<file path="src/rtl/sdram_wr_arbiter.sv">
// rtl/sdram_wr_arbiter.sv - round-robin arbiter sharing the SDRAM write channel between two pixel writers
//
// Purpose: grants the single SDRAM controller write port to either the draw
// path (requester 0) or the auxiliary writer (requester 1), one transaction at
// a time. No new grant is issued while the LCD refresh read is busy or while
// the arbiter is disabled. A watchdog aborts a transaction whose done pulse
// never arrives.
//
// Ports:
//   clk, rst_n             clock, asynchronous active-low reset
//   en, iRd_Busy           new-grant enable / LCD refresh read busy
//   iReq0/iAddr0/iData0    requester 0 level request, address, pixel
//   oDone0                 requester 0 one-cycle completion pulse
//   iReq1/iAddr1/iData1    requester 1 level request, address, pixel
//   oDone1                 requester 1 one-cycle completion pulse
//   oSDRAM_Wr_Req/Addr/Data  registered write request to the SDRAM controller
//   iSDRAM_Wr_Done         one-cycle write-done pulse from the controller
//   oGrant                 one-hot current owner, 00 when idle
//   oErr_Timeout, iClr_Err sticky watchdog flag and its clear
module sdram_wr_arbiter #(
  parameter int ADDR_W      = 24,
  parameter int DATA_W      = 16,
  parameter int TIMEOUT_CYC = 4096
) (
  input  logic              clk,
  input  logic              rst_n,
  input  logic              en,
  input  logic              iRd_Busy,
  input  logic              iReq0,
  input  logic [ADDR_W-1:0] iAddr0,
  input  logic [DATA_W-1:0] iData0,
  output logic              oDone0,
  input  logic              iReq1,
  input  logic [ADDR_W-1:0] iAddr1,
  input  logic [DATA_W-1:0] iData1,
  output logic              oDone1,
  output logic              oSDRAM_Wr_Req,
  output logic [ADDR_W-1:0] oSDRAM_Wr_Addr,
  output logic [DATA_W-1:0] oSDRAM_Wr_Data,
  input  logic              iSDRAM_Wr_Done,
  output logic [1:0]        oGrant,
  output logic              oErr_Timeout,
  input  logic              iClr_Err
);

  localparam int CNT_W = (TIMEOUT_CYC > 1) ? $clog2(TIMEOUT_CYC) : 1;
  localparam logic [CNT_W-1:0] CNT_LAST = CNT_W'(TIMEOUT_CYC - 1);

  typedef enum logic [1:0] {
    IDLE      = 2'd0,
    WAIT_DONE = 2'd1,
    RELEASE   = 2'd2
  } state_t;

  state_t           state;
  state_t           stateNext;
  logic             lastServed;   // 1: requester 1 was served most recently
  logic [CNT_W-1:0] wdCnt;
  logic             grantNow;
  logic             pick1;
  logic             finish;
  logic             timeoutHit;

  // Next-state and control decode
  always_comb begin
    stateNext  = state;
    grantNow   = 1'b0;
    finish     = 1'b0;
    timeoutHit = 1'b0;
    // Requester 1 wins when alone, or on a tie when requester 0 was served last
    pick1      = iReq1 && (!iReq0 || !lastServed);
    case (state)
      IDLE: begin
        if (en && !iRd_Busy && (iReq0 || iReq1)) begin
          grantNow  = 1'b1;
          stateNext = WAIT_DONE;
        end
      end
      WAIT_DONE: begin
        // A real done on the last watchdog cycle counts as a normal completion
        if (iSDRAM_Wr_Done) begin
          finish    = 1'b1;
          stateNext = RELEASE;
        end else if (wdCnt == CNT_LAST) begin
          finish     = 1'b1;
          timeoutHit = 1'b1;
          stateNext  = RELEASE;
        end
      end
      RELEASE: begin
        // Owner is still dropping its request level; ignore requests here
        stateNext = IDLE;
      end
      default: begin
        stateNext = IDLE;
      end
    endcase
  end

  always_ff @(posedge clk or negedge rst_n) begin
    if (!rst_n) begin
      state <= IDLE;
    end else begin
      state <= stateNext;
    end
  end

  always_ff @(posedge clk or negedge rst_n) begin
    if (!rst_n) begin
      oSDRAM_Wr_Req  <= 1'b0;
      oSDRAM_Wr_Addr <= '0;
      oSDRAM_Wr_Data <= '0;
      oGrant         <= 2'b00;
      oDone0         <= 1'b0;
      oDone1         <= 1'b0;
      oErr_Timeout   <= 1'b0;
      lastServed     <= 1'b1;
      wdCnt          <= '0;
    end else begin
      oDone0 <= 1'b0;
      oDone1 <= 1'b0;

      if (grantNow) begin
        oSDRAM_Wr_Addr <= pick1 ? iAddr1 : iAddr0;
        oSDRAM_Wr_Data <= pick1 ? iData1 : iData0;
        oGrant         <= pick1 ? 2'b10 : 2'b01;
        oSDRAM_Wr_Req  <= 1'b1;
        wdCnt          <= '0;
      end else if (state == WAIT_DONE && !finish) begin
        wdCnt <= wdCnt + CNT_W'(1);
      end

      if (finish) begin
        oSDRAM_Wr_Req <= 1'b0;
        oDone0        <= oGrant[0];
        oDone1        <= oGrant[1];
        lastServed    <= oGrant[1];
      end

      if (state == RELEASE) begin
        oGrant <= 2'b00;
      end

      // Setting the flag takes priority over a simultaneous clear
      if (timeoutHit) begin
        oErr_Timeout <= 1'b1;
      end else if (iClr_Err) begin
        oErr_Timeout <= 1'b0;
      end
    end
  end

endmodule
</file>
<file path="config.mk">
export PLATFORM = sky130hd
export DESIGN_NAME = sdram_wr_arbiter
export DESIGN_NICKNAME = d
export VERILOG_FILES = /design/src/rtl/sdram_wr_arbiter.sv
export SDC_FILE = /design/constraint.sdc
export NUM_CORES = 1
export LEC_CHECK = 0
export ABC_AREA = 1
export BUFFER_PORTS_ARGS = -buffer_cell sky130_fd_sc_hd__buf_2
export CORE_ASPECT_RATIO = 1.75
export CORE_MARGIN = 10
export CORE_UTILIZATION = 42
export CTS_CLUSTER_SIZE = 30
export DETAILED_ROUTE_END_ITERATION = 7
export PLACE_DENSITY = 0.88
export RECOVER_POWER = 50
export SLEW_MARGIN = 20
export SYNTH_ARGS = -nofsm -noshare
export SYNTH_HDL_FRONTEND = slang
export SYNTH_SLANG_ARGS = --single-unit
</file>
<file path="constraint.sdc">
create_clock -name clk -period 1.3 [get_ports clk]
set_input_delay 0.325 -clock clk [delete_from_list [all_inputs] [get_ports clk]]
set_output_delay 0.325 -clock clk [all_outputs]
set_load 0.01 [all_outputs]
</file>
==> results of run 1 <==
[flip-flops by register name, indices dropped and copies added, names as in the netlist]
register / cells
oSDRAM_Wr_Addr: 24
oSDRAM_Wr_Data: 16
wdCnt: 12
oGrant: 2
state: 2
lastServed: 1
oDone0: 1
oDone1: 1
oErr_Timeout: 1
oSDRAM_Wr_Req: 1
[worst paths after layout]
| kind | startpoint | to | slack [ns] | cells after the start |
|---|---|---|---|---|
| worst max-delay path | wdCnt[1] | wdCnt[9] | -0.13 | 9 |
| worst min-delay path | iData0[7] | oSDRAM_Wr_Data[7] | 0.20 | 3 |
| worst max register to register | wdCnt[1] | wdCnt[9] | -0.13 | 9 |
| worst min register to register | lastServed | lastServed | 0.47 | 2 |
| max in group asynchronous | rst_n | oSDRAM_Wr_Addr[22] | 0.54 | 2 |
| min in group asynchronous | rst_n | oSDRAM_Wr_Data[11] | 0.21 | 2 |
[final cells by class]
| cell class | count | area, µm² |
|---|---|---|
| inverters | 22 | 85.1 |
| repair buffers | 180 | 1270 |
| well taps | 84 | 105 |
| multi-input cells | 268 | 1560 |
| clock buffers | 12 | 256 |
| clock inverters | 4 | 22.5 |
| fillers | 473 | 1970 |
| flip-flops and latches | 61 | 1530 |
[per-layer routing]
| layer | global-route usage [%] | vias to the layer above | part of all wire [%] |
|---|---|---|---|
| met5 | 0 | - | 0 |
| met4 | 8.90 | 0 | 4.5 |
| met3 | 5.92 | 41 | 6.2 |
| met2 | 30.2 | 173 | 56 |
| met1 | 18.5 | 1548 | 33 |
| li1 | - | 1515 | - |
[logic make-up after synthesis]
family,count (synthesis),synth area share [%]
compound gates,14,2.86
xor+xnor,3,0.910
fa+ha+maj,1,0.433
buf+inv,38,6.11
flops,61,52.9
simple gates,250,36.8
[repair_timing]
action / in CTS / in global routing
setup endpoints to repair: 57 / 60
buffers inserted: 3 / 6
gates resized for setup: 18 / 100
pin swaps: 6 / 15
gates cloned: 0 / 14
[critical path, delay by kind of cell, from the launching register on]
kind	cells	cell delay (ns)
adder cells (fa/ha/maj)	1	0.20
flip-flops	1	0.36
buffers and inverters	1	0.14
AND/OR/NAND/NOR	7	0.61
[report_power, final]
| group | switching [mW] | total, mW | internal, mW |
|---|---|---|---|
| Clock | 0.802 | 2.18 | 1.38 |
| Sequential | 0.284 | 2.64 | 2.36 |
| Combinational | 1.08 | 2.01 | 0.928 |
| Total | 2.16 | 6.83 | 4.67 |
[per-stage QoR]
step	util (%)	instances	TNS, ns	hold slack [ns]
final	71.0	631	-3.87	0.203
after global routing	71.0	631	-7.48	0.200
after global placement	56.1	593	-1.09	0.356
after detailed placement	56.1	593	-3.64	0.361
after floorplan	-	367	-0.107	0.0294
after CTS	61.4	612	-3.24	0.0163
[layout by cell type, fill, tap and decap left out, types with 3 or more instances in the layout]
master                      instances
sky130_fd_sc_hd__buf_6              8
sky130_fd_sc_hd__nand2_2           47
sky130_fd_sc_hd__nand3_4            3
sky130_fd_sc_hd__nor2_1            11
sky130_fd_sc_hd__nand2_4            9
sky130_fd_sc_hd__nand3_2           26
sky130_fd_sc_hd__buf_12             7
sky130_fd_sc_hd__nor2_4             5
sky130_fd_sc_hd__o21ai_2            4
sky130_fd_sc_hd__buf_4             22
sky130_fd_sc_hd__clkinv_2           3
sky130_fd_sc_hd__o22ai_1            3
sky130_fd_sc_hd__clkbuf_16         16
sky130_fd_sc_hd__nand3_1           36
sky130_fd_sc_hd__dfrtp_1           60
sky130_fd_sc_hd__nor2_2             5
sky130_fd_sc_hd__nand2_1          107
sky130_fd_sc_hd__inv_1             19
sky130_fd_sc_hd__buf_2            133
==> flow_summary.rst, run 1 <==
.. list-table::
   :header-rows: 1

   * - Metric
     - Value
   * - Place WS
     - -0.196 ns
   * - Static Leak
     - 2.59 nW
   * - Clk Latency, worst-skew pair
     - between 0.3 and 0.4 ns
   * - CP max stage delay
     - between 0.3 and 0.4 ns
   * - Number of global-route vias before repair
     - 3295
   * - Total wire length
     - 11500 µm
   * - Worst clock skew
     - approximately 0.0057 ns
   * - Total of max-cap violations
     - 0
   * - Clock buffers created by TritonCTS
     - 9
   * - Top cells by area, synth
     - sky130_fd_sc_hd__dfrtp_1 52%, sky130_fd_sc_hd__nand2_1 21%, sky130_fd_sc_hd__nand3_1 11%
   * - GR Overflow Total
     - 0
   * - Max Buffers Root-to-Sink
     - 2
   * - Total global routing track utilization
     - 17.7%
   * - Most used DFF post-synth
     - sky130_fd_sc_hd__dfrtp_1
   * - Register bit count reported by yosys
     - between 60 and 70
   * - Distinct cells, synth
     - 26
   * - Worst setup EP type
     - flop
   * - CP arrival
     - roughly 1.6 ns
   * - 1st-iter DRT viols
     - roughly 160
   * - CTS Hold Bufs
     - 0
   * - Gate Count Post-Synth
     - approximately 370
   * - Drt via density
     - 5.19
   * - Most frequent cells after synthesis
     - 159 x sky130_fd_sc_hd__nand2_1, 63 x sky130_fd_sc_hd__nand3_1, 60 x sky130_fd_sc_hd__dfrtp_1, 20 x sky130_fd_sc_hd__inv_1, 17 x sky130_fd_sc_hd__nor2_1
   * - Proportion of netlist area held by the largest area contributor
     - around half
   * - Global-route wire length before repair
     - 14800 µm
   * - First-pass DRT Iterations
     - 4
   * - Number of enable flip-flop cells after synthesis
     - 0
   * - Setup crit start kind
     - flop
   * - Number of failing setup endpoints in the final timing report
     - 57
   * - Cell area after technology mapping
     - slightly below 3000 µm²
   * - Clock slew at reported path FFs
     - 0.05 ns
   * - Final hold violation count
     - 0
   * - Number of ports placed on the die boundary
     - 134
   * - Initial cell density of the core
     - a little over two fifths
   * - Normalized max-slew margin
     - 44.4%
   * - Area added between synthesis and finish
     - 67.4%
   * - Async S/R FF share, synth
     - 100%
   * - Period utilization
     - 110%
   * - Initial antenna violation count
     - 0
   * - Antenna Nets Post-Route
     - 0
   * - Cell area after layout
     - a little under 5000 µm²
   * - Post-DP HPWL
     - between 6000 and 7000 µm
   * - Critical Setup Path Class
     - reg -> reg
   * - Buffer type at the clock tree root
     - sky130_fd_sc_hd__clkbuf_16
   * - Horizontal die dimension
     - 82.7 µm
   * - Critical-path cell list
     - ha_2, nand2_2, nor2_4, nand3_4, nand2_4, buf_6, nor2_2, nand2_1, nand2_1
   * - Last weighted congestion value of the routability-driven placer
     - around 0.84
   * - Average cell area after synthesis
     - 7.87 µm²
   * - Slew at the pin closest to its max-slew limit
     - 0.833 ns
   * - Final critical delay including setup and external delays
     - 1.43 ns
   * - Most frequently used cell type in the post-synthesis netlist
     - sky130_fd_sc_hd__nand2_1
   * - Maximum number of pins on one net before global-route repair
     - 62
   * - Placeable core area
     - 6810 µm²
   * - Violated checks
     - setup timing
   * - Top cell type by total area after synthesis
     - sky130_fd_sc_hd__dfrtp_1
   * - Design Power
     - 6.83 mW
   * - Vias post-DR
     - 3277
   * - Largest driver fanout on the critical path
     - 7
   * - Final Net Count
     - 631
   * - Slack of the critical path
     - -0.129 ns
   * - TritonCTS Sinks
     - 61
   * - Inserted Diodes
     - 0
   * - CTS tree
     - done
   * - Maximum level of the CTS H-tree
     - 3
   * - Worst hold-check path type
     - in -> reg
   * - RSZ-0062 raised after global routing
     - true
   * - Cell with the largest stage delay on the worst path
     - sky130_fd_sc_hd__dfrtp_1
   * - Maximum resistive drop on vdd
     - 948 µV
   * - Nets in the synthesized netlist
     - 456
   * - Run status
     - complete, but fails checks
   * - Maximum clock frequency
     - 700 MHz
   * - DRC Markers
     - 0
   * - Core Rows
     - 40
   * - Fraction of the yosys area taken by sequential cells
     - 52.9%
   * - Die Ht
     - 130 µm
   * - Number of input and output port buffers inserted
     - 133
   * - YS warnings
     - 0
   * - Placed Area
     - 3820 µm²
   * - Power density of the placed cells
     - 1410 nW/µm²
   * - Worst path required time
     - 1.50 ns
   * - Die Area
     - 10700 µm²
   * - Mean routed wirelength per cell
     - 18.2 µm
   * - Number of pins with negative max-slew slack in the final report
     - 0
   * - Cell with the most instances on the worst path
     - sky130_fd_sc_hd__nand2_1
   * - Share of final-layout standard cells stronger than drive strength 1
     - 54.8%
Note: power is estimated with default switching activity, not from simulation.
==> run 2, diff against run 1 <==
--- a/config.mk
+++ b/config.mk
@@ -9,10 +9,10 @@
 export BUFFER_PORTS_ARGS = -buffer_cell sky130_fd_sc_hd__buf_2
 export CORE_ASPECT_RATIO = 1.75
 export CORE_MARGIN = 10
-export CORE_UTILIZATION = 42
+export CORE_UTILIZATION = 45
 export CTS_CLUSTER_SIZE = 30
 export DETAILED_ROUTE_END_ITERATION = 7
-export PLACE_DENSITY = 0.88
+export PLACE_DENSITY = 0.9
 export RECOVER_POWER = 50
 export SLEW_MARGIN = 20
 export SYNTH_ARGS = -nofsm -noshare
==> constraint.sdc (replaced) <==
create_clock -name clk -period 1.5 [get_ports clk]
set_input_delay 0.375 -clock clk [delete_from_list [all_inputs] [get_ports clk]]
set_output_delay 0.375 -clock clk [all_outputs]
set_load 0.01 [all_outputs]
==> flow_summary.rst, run 2 (same netlist as run 1, synthesis figures left out) <==
.. list-table::
   :header-rows: 1

   * - Metric
     - Value
   * - Worst hold-check path type
     - in -> reg
   * - TritonCTS Sinks
     - 61 (unchanged)
   * - Horizontal die dimension
     - 80.6 µm (-2.6%)
   * - DRC Markers
     - 0 (unchanged)
   * - Post-DP HPWL
     - 6500 µm (-6.6%)
   * - Clock buffers created by TritonCTS
     - 9 (unchanged)
   * - Slew at the pin closest to its max-slew limit
     - 1.33 ns (+0.501 ns)
   * - Normalized max-slew margin
     - 11.0% (-33 points)
   * - Last weighted congestion value of the routability-driven placer
     - 0.848 (+1.1%)
   * - Flop-to-flop setup slack
     - 0.05 ns (+0.18 ns)
   * - Run status
     - complete, no violations
   * - GR Overflow Total
     - 0 (unchanged)
   * - First-pass DRT Iterations
     - 4 (unchanged)
   * - Power density of the placed cells
     - 1250 nW/µm² (-12%)
   * - Final Net Count
     - 597 (-5.4%)
   * - Initial antenna violation count
     - 0 (unchanged)
   * - Maximum resistive drop on vdd
     - 699 µV (-26%)
   * - Initial cell density of the core
     - 46.4% (+3.9 points)
   * - RSZ-0062 raised after global routing
     - true
   * - Biggest regs
     - oSDRAM_Wr_Addr: 24 flops, oSDRAM_Wr_Data: 16 flops, wdCnt: 12 flops
   * - Period utilization
     - 96.6% (-13 points)
   * - CP delay by family, top
     - simple AND/OR/NAND/NOR gates
   * - Antenna Nets Post-Route
     - 0 (unchanged)
   * - Max Buffers Root-to-Sink
     - 2 (unchanged)
   * - Worst R2R Start
     - wdCnt[1]
   * - CTS tree
     - done
   * - Maximum clock frequency
     - 690 MHz (-1.3%)
   * - Number of global-route vias before repair
     - 2964 (-10%)
   * - Final hold violation count
     - 0 (unchanged)
   * - Largest driver fanout on the critical path
     - 5 (-2)
   * - Maximum level of the CTS H-tree
     - 3 (unchanged)
   * - Place WS
     - 0.00281 ns (+0.199 ns)
   * - Clk Latency, worst-skew pair
     - 0.32 ns (about the same)
   * - Flip-flop count of the largest register, all copies and words added
     - 24 (unchanged)
   * - Total wire length
     - 8940 µm (-22%)
   * - Hold EP
     - oErr_Timeout
   * - Global-route wire length before repair
     - 13700 µm (-7.3%)
   * - Util after Layout
     - 63.3% (-7.7 points)
   * - Worst clock skew
     - 0.00461 ns (-0.00108 ns)
   * - Die Area
     - 10100 µm² (-5.4%)
   * - Worst path required time
     - 1.72 ns (+0.22 ns)
   * - R2R cell count
     - 9 (unchanged)
   * - Fill count
     - 527 (+11%)
   * - Critical-path cell list
     - ha_2, nand2_2, nor2_4, nand3_4, nand2_4, buf_12, nand2_4, nand2_2, nand2_2
   * - Clock slew at reported path FFs
     - 0.06 ns (about the same)
   * - Slack of the critical path
     - 0.0515 ns (+0.180 ns)
   * - Inserted Diodes
     - 0 (unchanged)
   * - Mean routed wirelength per cell
     - 15.1 µm (-17%)
   * - Number of pins with negative max-slew slack in the final report
     - 0 (unchanged)
   * - CP max stage delay
     - 0.37 ns (about the same)
   * - Worst setup EP type
     - flop
   * - Share of final-layout standard cells stronger than drive strength 1
     - 33.7% (-21 points)
   * - Number of failing setup endpoints in the final timing report
     - 0 (-100%)
   * - Area added between synthesis and finish
     - 36.6%
   * - Worst Min Path Start
     - iClr_Err
   * - Cell with the largest stage delay on the worst path
     - sky130_fd_sc_hd__dfrtp_1
   * - Drt via density
     - 5.02 (-3.3%)
   * - Total global routing track utilization
     - 16.7% (-0.96 points)
   * - Top library cells by usage in the layout, fill and taps aside
     - 153 x sky130_fd_sc_hd__nand2_1, 119 x sky130_fd_sc_hd__buf_2, 60 x sky130_fd_sc_hd__nand3_1, 60 x sky130_fd_sc_hd__dfrtp_1, 20 x sky130_fd_sc_hd__inv_1
   * - Placed Area
     - 3690 µm² (-3.3%)
   * - Placeable core area
     - 6230 µm² (-8.5%)
   * - Number of ports placed on the die boundary
     - 134 (unchanged)
   * - Cell with the most instances on the worst path
     - sky130_fd_sc_hd__nand2_2
   * - CTS Hold Bufs
     - 0 (unchanged)
   * - Top reg by flops
     - oSDRAM_Wr_Addr
   * - Static Leak
     - 2.07 nW (-20%)
   * - Core Rows
     - 38 (-5.0%)
   * - Setup crit start kind
     - flop
   * - Maximum number of pins on one net before global-route repair
     - 62 (unchanged)
   * - Buffer type at the clock tree root
     - sky130_fd_sc_hd__clkbuf_8
   * - Final critical delay including setup and external delays
     - 1.45 ns (+0.0195 ns)
   * - Combined buffer and inverter count along the critical path
     - 1 (unchanged)
   * - Critical Setup Path Class
     - reg -> reg
   * - Most frequent standard cell in the layout excluding fill and tap cells
     - sky130_fd_sc_hd__nand2_1
   * - Number of cells on the worst hold path
     - 2 (-1)
   * - Cell area after layout
     - 3950 µm² (-18%)
   * - CP arrival
     - 1.67 ns (+0.05 ns)
   * - Vias post-DR
     - 2968 (-9.4%)
   * - Die Ht
     - 126 µm (-2.9%)
   * - 1st-iter DRT viols
     - 239 (+54%)
   * - Critical R2R Capture
     - wdCnt[6]
   * - Number of input and output port buffers inserted
     - 133 (unchanged)
   * - Total of max-cap violations
     - 0 (unchanged)
-- run 2: worst max-delay path by stage --
stage                     startpoint  slack, ns                 end  cells past startpoint
after floorplan             wdCnt[0]       0.16            wdCnt[0]                      9
after global placement      iRd_Busy       0.06  oSDRAM_Wr_Addr[11]                      7
after detailed placement    iRd_Busy      0.003  oSDRAM_Wr_Addr[10]                      7
after CTS                   wdCnt[1]      0.005            wdCnt[0]                      9
after global routing        wdCnt[1]      -0.04           wdCnt[10]                      8
final                       wdCnt[1]       0.05            wdCnt[6]                      9
-- run 2: metrics by stage --
stage	total power, mW	setup TNS, ns	hold WS [ns]	std cells
6_report	4.92	0	0.241	591
5_1_grt	5.23	-0.655	0.223	591
4_1_cts	4.94	0	0.0482	587
3_5_place_dp	3.67	0	0.407	573
3_3_place_gp	3.62	0	0.407	573
2_1_floorplan	2.94	0	0.0794	367
-- run 2: where the power goes --
part | internal (mW) | switching, mW
clock network | 0.666 | 0.585
logic | 0.612 | 0.784
registers | 2.04 | 0.234
-- run 2: repair_timing --
action	in CTS	in global routing
resized for setup	0	20
endpoints found under the setup margin	0	26
setup buffers	0	2
-- run 2: metal layers --
layer | part of all wire, % | up-vias | global-route usage (%)
met1 | 38 | 1384 | 18.8
li1 | - | 1437 | -
met3 | 6.8 | 20 | 5.48
met5 | 0 | - | 0
met2 | 52 | 127 | 27.7
met4 | 3.0 | 0 | 7.40
-- run 2: cell type report --
| class | instances | area, µm² | share of cell area (%) |
|---|---|---|---|
| clock buffers | 12 | 155 | 3.93 |
| repair buffers | 146 | 818 | 20.7 |
| clock inverters | 2 | 10.0 | 0.254 |
| well taps | 80 | 100 | 2.54 |
| multi-input cells | 268 | 1250 | 31.6 |
| inverters | 22 | 87.6 | 2.22 |
| flip-flops and latches | 61 | 1530 | 38.7 |
==> run 3, diff against run 2 <==
--- a/config.mk
+++ b/config.mk
@@ -9,10 +9,10 @@
 export BUFFER_PORTS_ARGS = -buffer_cell sky130_fd_sc_hd__buf_2
 export CORE_ASPECT_RATIO = 1.75
 export CORE_MARGIN = 10
-export CORE_UTILIZATION = 45
+export CORE_UTILIZATION = 40
 export CTS_CLUSTER_SIZE = 30
 export DETAILED_ROUTE_END_ITERATION = 7
-export PLACE_DENSITY = 0.9
+export PLACE_DENSITY = 0.82
 export RECOVER_POWER = 50
 export SLEW_MARGIN = 20
 export SYNTH_ARGS = -nofsm -noshare
==> flow_summary.rst, run 3 (same netlist as run 1, synthesis figures left out) <==
.. list-table::
   :header-rows: 1

   * - Metric
     - Value
   * - Share of final-layout standard cells stronger than drive strength 1
     - 30.9% (-2.7 points)
   * - Number of ports placed on the die boundary
     - 134 (unchanged)
   * - Worst R2R Start
     - state[0]
   * - Place WS
     - 0.0305 ns (+0.0277 ns)
   * - Worst setup EP type
     - flop
   * - Routed length on met2
     - 4610 µm (-1.5%)
   * - Drt via density
     - 4.95 (-1.4%)
   * - Post-DP HPWL
     - 6440 µm (-0.83%)
   * - Top routing layer in use
     - met4
   * - Slew at the pin closest to its max-slew limit
     - 0.829 ns (-0.505 ns)
   * - Total global routing track utilization
     - 15.3% (-1.4 points)
   * - Biggest regs
     - oSDRAM_Wr_Addr: 24 flops, oSDRAM_Wr_Data: 16 flops, wdCnt: 12 flops
   * - 1st-iter DRT viols
     - 172 (-28%)
   * - Critical Setup Path Class
     - reg -> reg
   * - CP arrival
     - 1.66 ns (about the same)
   * - Met3 WL post-DR
     - 520 µm (-14%)
   * - Buffer type at the clock tree root
     - sky130_fd_sc_hd__clkbuf_16
   * - Number of pins with negative max-slew slack in the final report
     - 0 (unchanged)
   * - Static Leak
     - 2.13 nW (+2.8%)
   * - Initial antenna violation count
     - 0 (unchanged)
   * - Final Net Count
     - 599 (+0.34%)
   * - Placeable core area
     - 7130 µm² (+14%)
   * - Initial cell density of the core
     - 40.5% (-5.9 points)
   * - Period utilization
     - 93.5% (-3.0 points)
   * - Clock buffers created by TritonCTS
     - 9 (unchanged)
   * - CTS tree
     - done
   * - TritonCTS Sinks
     - 61 (unchanged)
   * - Worst hold-check path type
     - in -> async
   * - Core Rows
     - 41 (+7.9%)
   * - Maximum resistive drop on vdd
     - 932 µV (+33%)
   * - Die Ht
     - 132 µm (+5.1%)
   * - Last weighted congestion value of the routability-driven placer
     - 0.813 (-4.1%)
   * - Total wire length
     - 8630 µm (-3.5%)
   * - Design Power
     - 6.03 mW (+22%)
   * - Number of global-route vias before repair
     - 3138 (+5.9%)
   * - Final cell count without fillers
     - 600 (+1.5%)
   * - DRC Markers
     - 0 (unchanged)
   * - Wire length on met1
     - 3300 µm (-2.5%)
   * - GR Overflow Total
     - 0 (unchanged)
   * - Setup TNS
     - 0 ns (unchanged)
   * - Largest driver fanout on the critical path
     - 40 (+35)
   * - Horizontal die dimension
     - 84.2 µm (+4.6%)
   * - Power density of the placed cells
     - 1480 nW/µm² (+19%)
   * - Worst path required time
     - 1.75 ns (+0.03 ns)
   * - Inserted Diodes
     - 0 (unchanged)
   * - Number of placed cells counting well taps
     - 584 (+1.9%)
   * - Most frequent standard cell in the layout excluding fill and tap cells
     - sky130_fd_sc_hd__nand2_1
   * - First-pass DRT Iterations
     - 4 (unchanged)
   * - Global-route wire length before repair
     - 14100 µm (+3.1%)
   * - Slack of the critical path
     - 0.0968 ns (+0.0453 ns)
   * - Die Area
     - 11200 µm² (+9.9%)
   * - Max Buffers Root-to-Sink
     - 2 (unchanged)
   * - Clk Latency, worst-skew pair
     - 0.32 ns (about the same)
   * - R2R cell count
     - 6 (-3)
   * - Area added between synthesis and finish
     - 41.0%
   * - Flip-flop count of the largest register, all copies and words added
     - 24 (unchanged)
   * - Setup crit start kind
     - flop
   * - Top reg by flops
     - oSDRAM_Wr_Addr
   * - Total of max-cap violations
     - 0 (unchanged)
   * - Maximum number of pins on one net before global-route repair
     - 62 (unchanged)
   * - Vias post-DR
     - 2972 (+0.13%)
   * - Number of input and output port buffers inserted
     - 133 (unchanged)
   * - Maximum level of the CTS H-tree
     - 3 (unchanged)
   * - Maximum clock frequency
     - 713 MHz (+3.2%)
   * - Normalized max-slew margin
     - 44.7% (+34 points)
   * - Final hold violation count
     - 0 (unchanged)
   * - Antenna Nets Post-Route
     - 0 (unchanged)
   * - Run status
     - complete, no violations
   * - Final critical delay including setup and external delays
     - 1.40 ns (-0.0453 ns)
   * - Clock slew at reported path FFs
     - 0.05 ns (about the same)
   * - Number of failing setup endpoints in the final timing report
     - 0 (unchanged)
   * - Mean routed wirelength per cell
     - 14.4 µm (-4.9%)
   * - Top library cells by usage in the layout, fill and taps aside
     - 157 x sky130_fd_sc_hd__nand2_1, 112 x sky130_fd_sc_hd__buf_2, 63 x sky130_fd_sc_hd__nand3_1
   * - Worst clock skew
     - 0.00523 ns (+0.000625 ns)
   * - Setup crit start
     - state[0]
   * - Flop-to-flop setup slack
     - 0.1 ns (+0.05 ns)
==> run 3: cell count changes in the layout (fill, tap and decap cells not counted), sizes merged <==
cell | previous run | this run
bufinv | 0 | 3
clkinv | 2 | 1
buf | 129 | 126
clkbuf | 29 | 33
==> run 3: layer usage <==
| metal | global-route usage (%) | vias to the layer above |
|---|---|---|
| li1 | - | 1445 |
| met1 | 15.2 | 1372 |
| met2 | 27.5 | 130 |
| met3 | 5.57 | 25 |
| met4 | 6.45 | 0 |
| met5 | 0 | - |
==> run 3: report_power, final <==
part | total, mW | internal [mW] | switching, mW
Sequential | 2.28 | 2.04 | 0.236
Clock | 2.40 | 1.70 | 0.706
Combinational | 1.34 | 0.583 | 0.758
Total | 6.03 | 4.33 | 1.70
==> run 3: final timing paths <==
kind                                 endpoint
min reg2reg                        lastServed
min                                  state[1]
max                        oSDRAM_Wr_Data[15]
max in group asynchronous  oSDRAM_Wr_Addr[16]
max reg2reg                oSDRAM_Wr_Data[15]
min in group clk                 oErr_Timeout
==> run 3: per-stage QoR <==
| stage | hold WS (ns) | instance area (µm²) | utilization [%] |
|---|---|---|---|
| floorplan | 0.0794 | 2890 | - |
| global placement | 0.409 | 3730 | 52.4 |
| detailed placement | 0.410 | 3730 | 52.4 |
| CTS | 0.0666 | 4080 | 57.3 |
| global route | 0.247 | 4070 | 57.1 |
| finish | 0.246 | 4070 | 57.1 |
==> run 3: critical path, stage by stage, from the launching register on <==
cell,delay [ns]
sky130_fd_sc_hd__dfrtp_1,0.39
sky130_fd_sc_hd__nor2_1,0.14
sky130_fd_sc_hd__nand3_2,0.20
sky130_fd_sc_hd__nor2_2,0.19
sky130_fd_sc_hd__buf_12,0.21
sky130_fd_sc_hd__nand2_1,0.08
sky130_fd_sc_hd__nand3_1,0.09
==> run 3: final cells by class <==
cell class	instances	area [µm²]
fill	626	3060
sequential	61	1530
multi-input combinational	268	1200
timing repair buffer	148	802
clock buffer	11	253
tap	86	108
clock inverter	4	95.1
inverter	22	82.6
==> run 3: repair_timing <==
| item | 4_1_cts | 5_1_grt |
|---|---|---|
| gates resized for setup | 0 | 5 |
| buffers inserted | 0 | 1 |
| hold buffers | 0 | 0 |
| endpoints found under the setup margin | 0 | 7 |
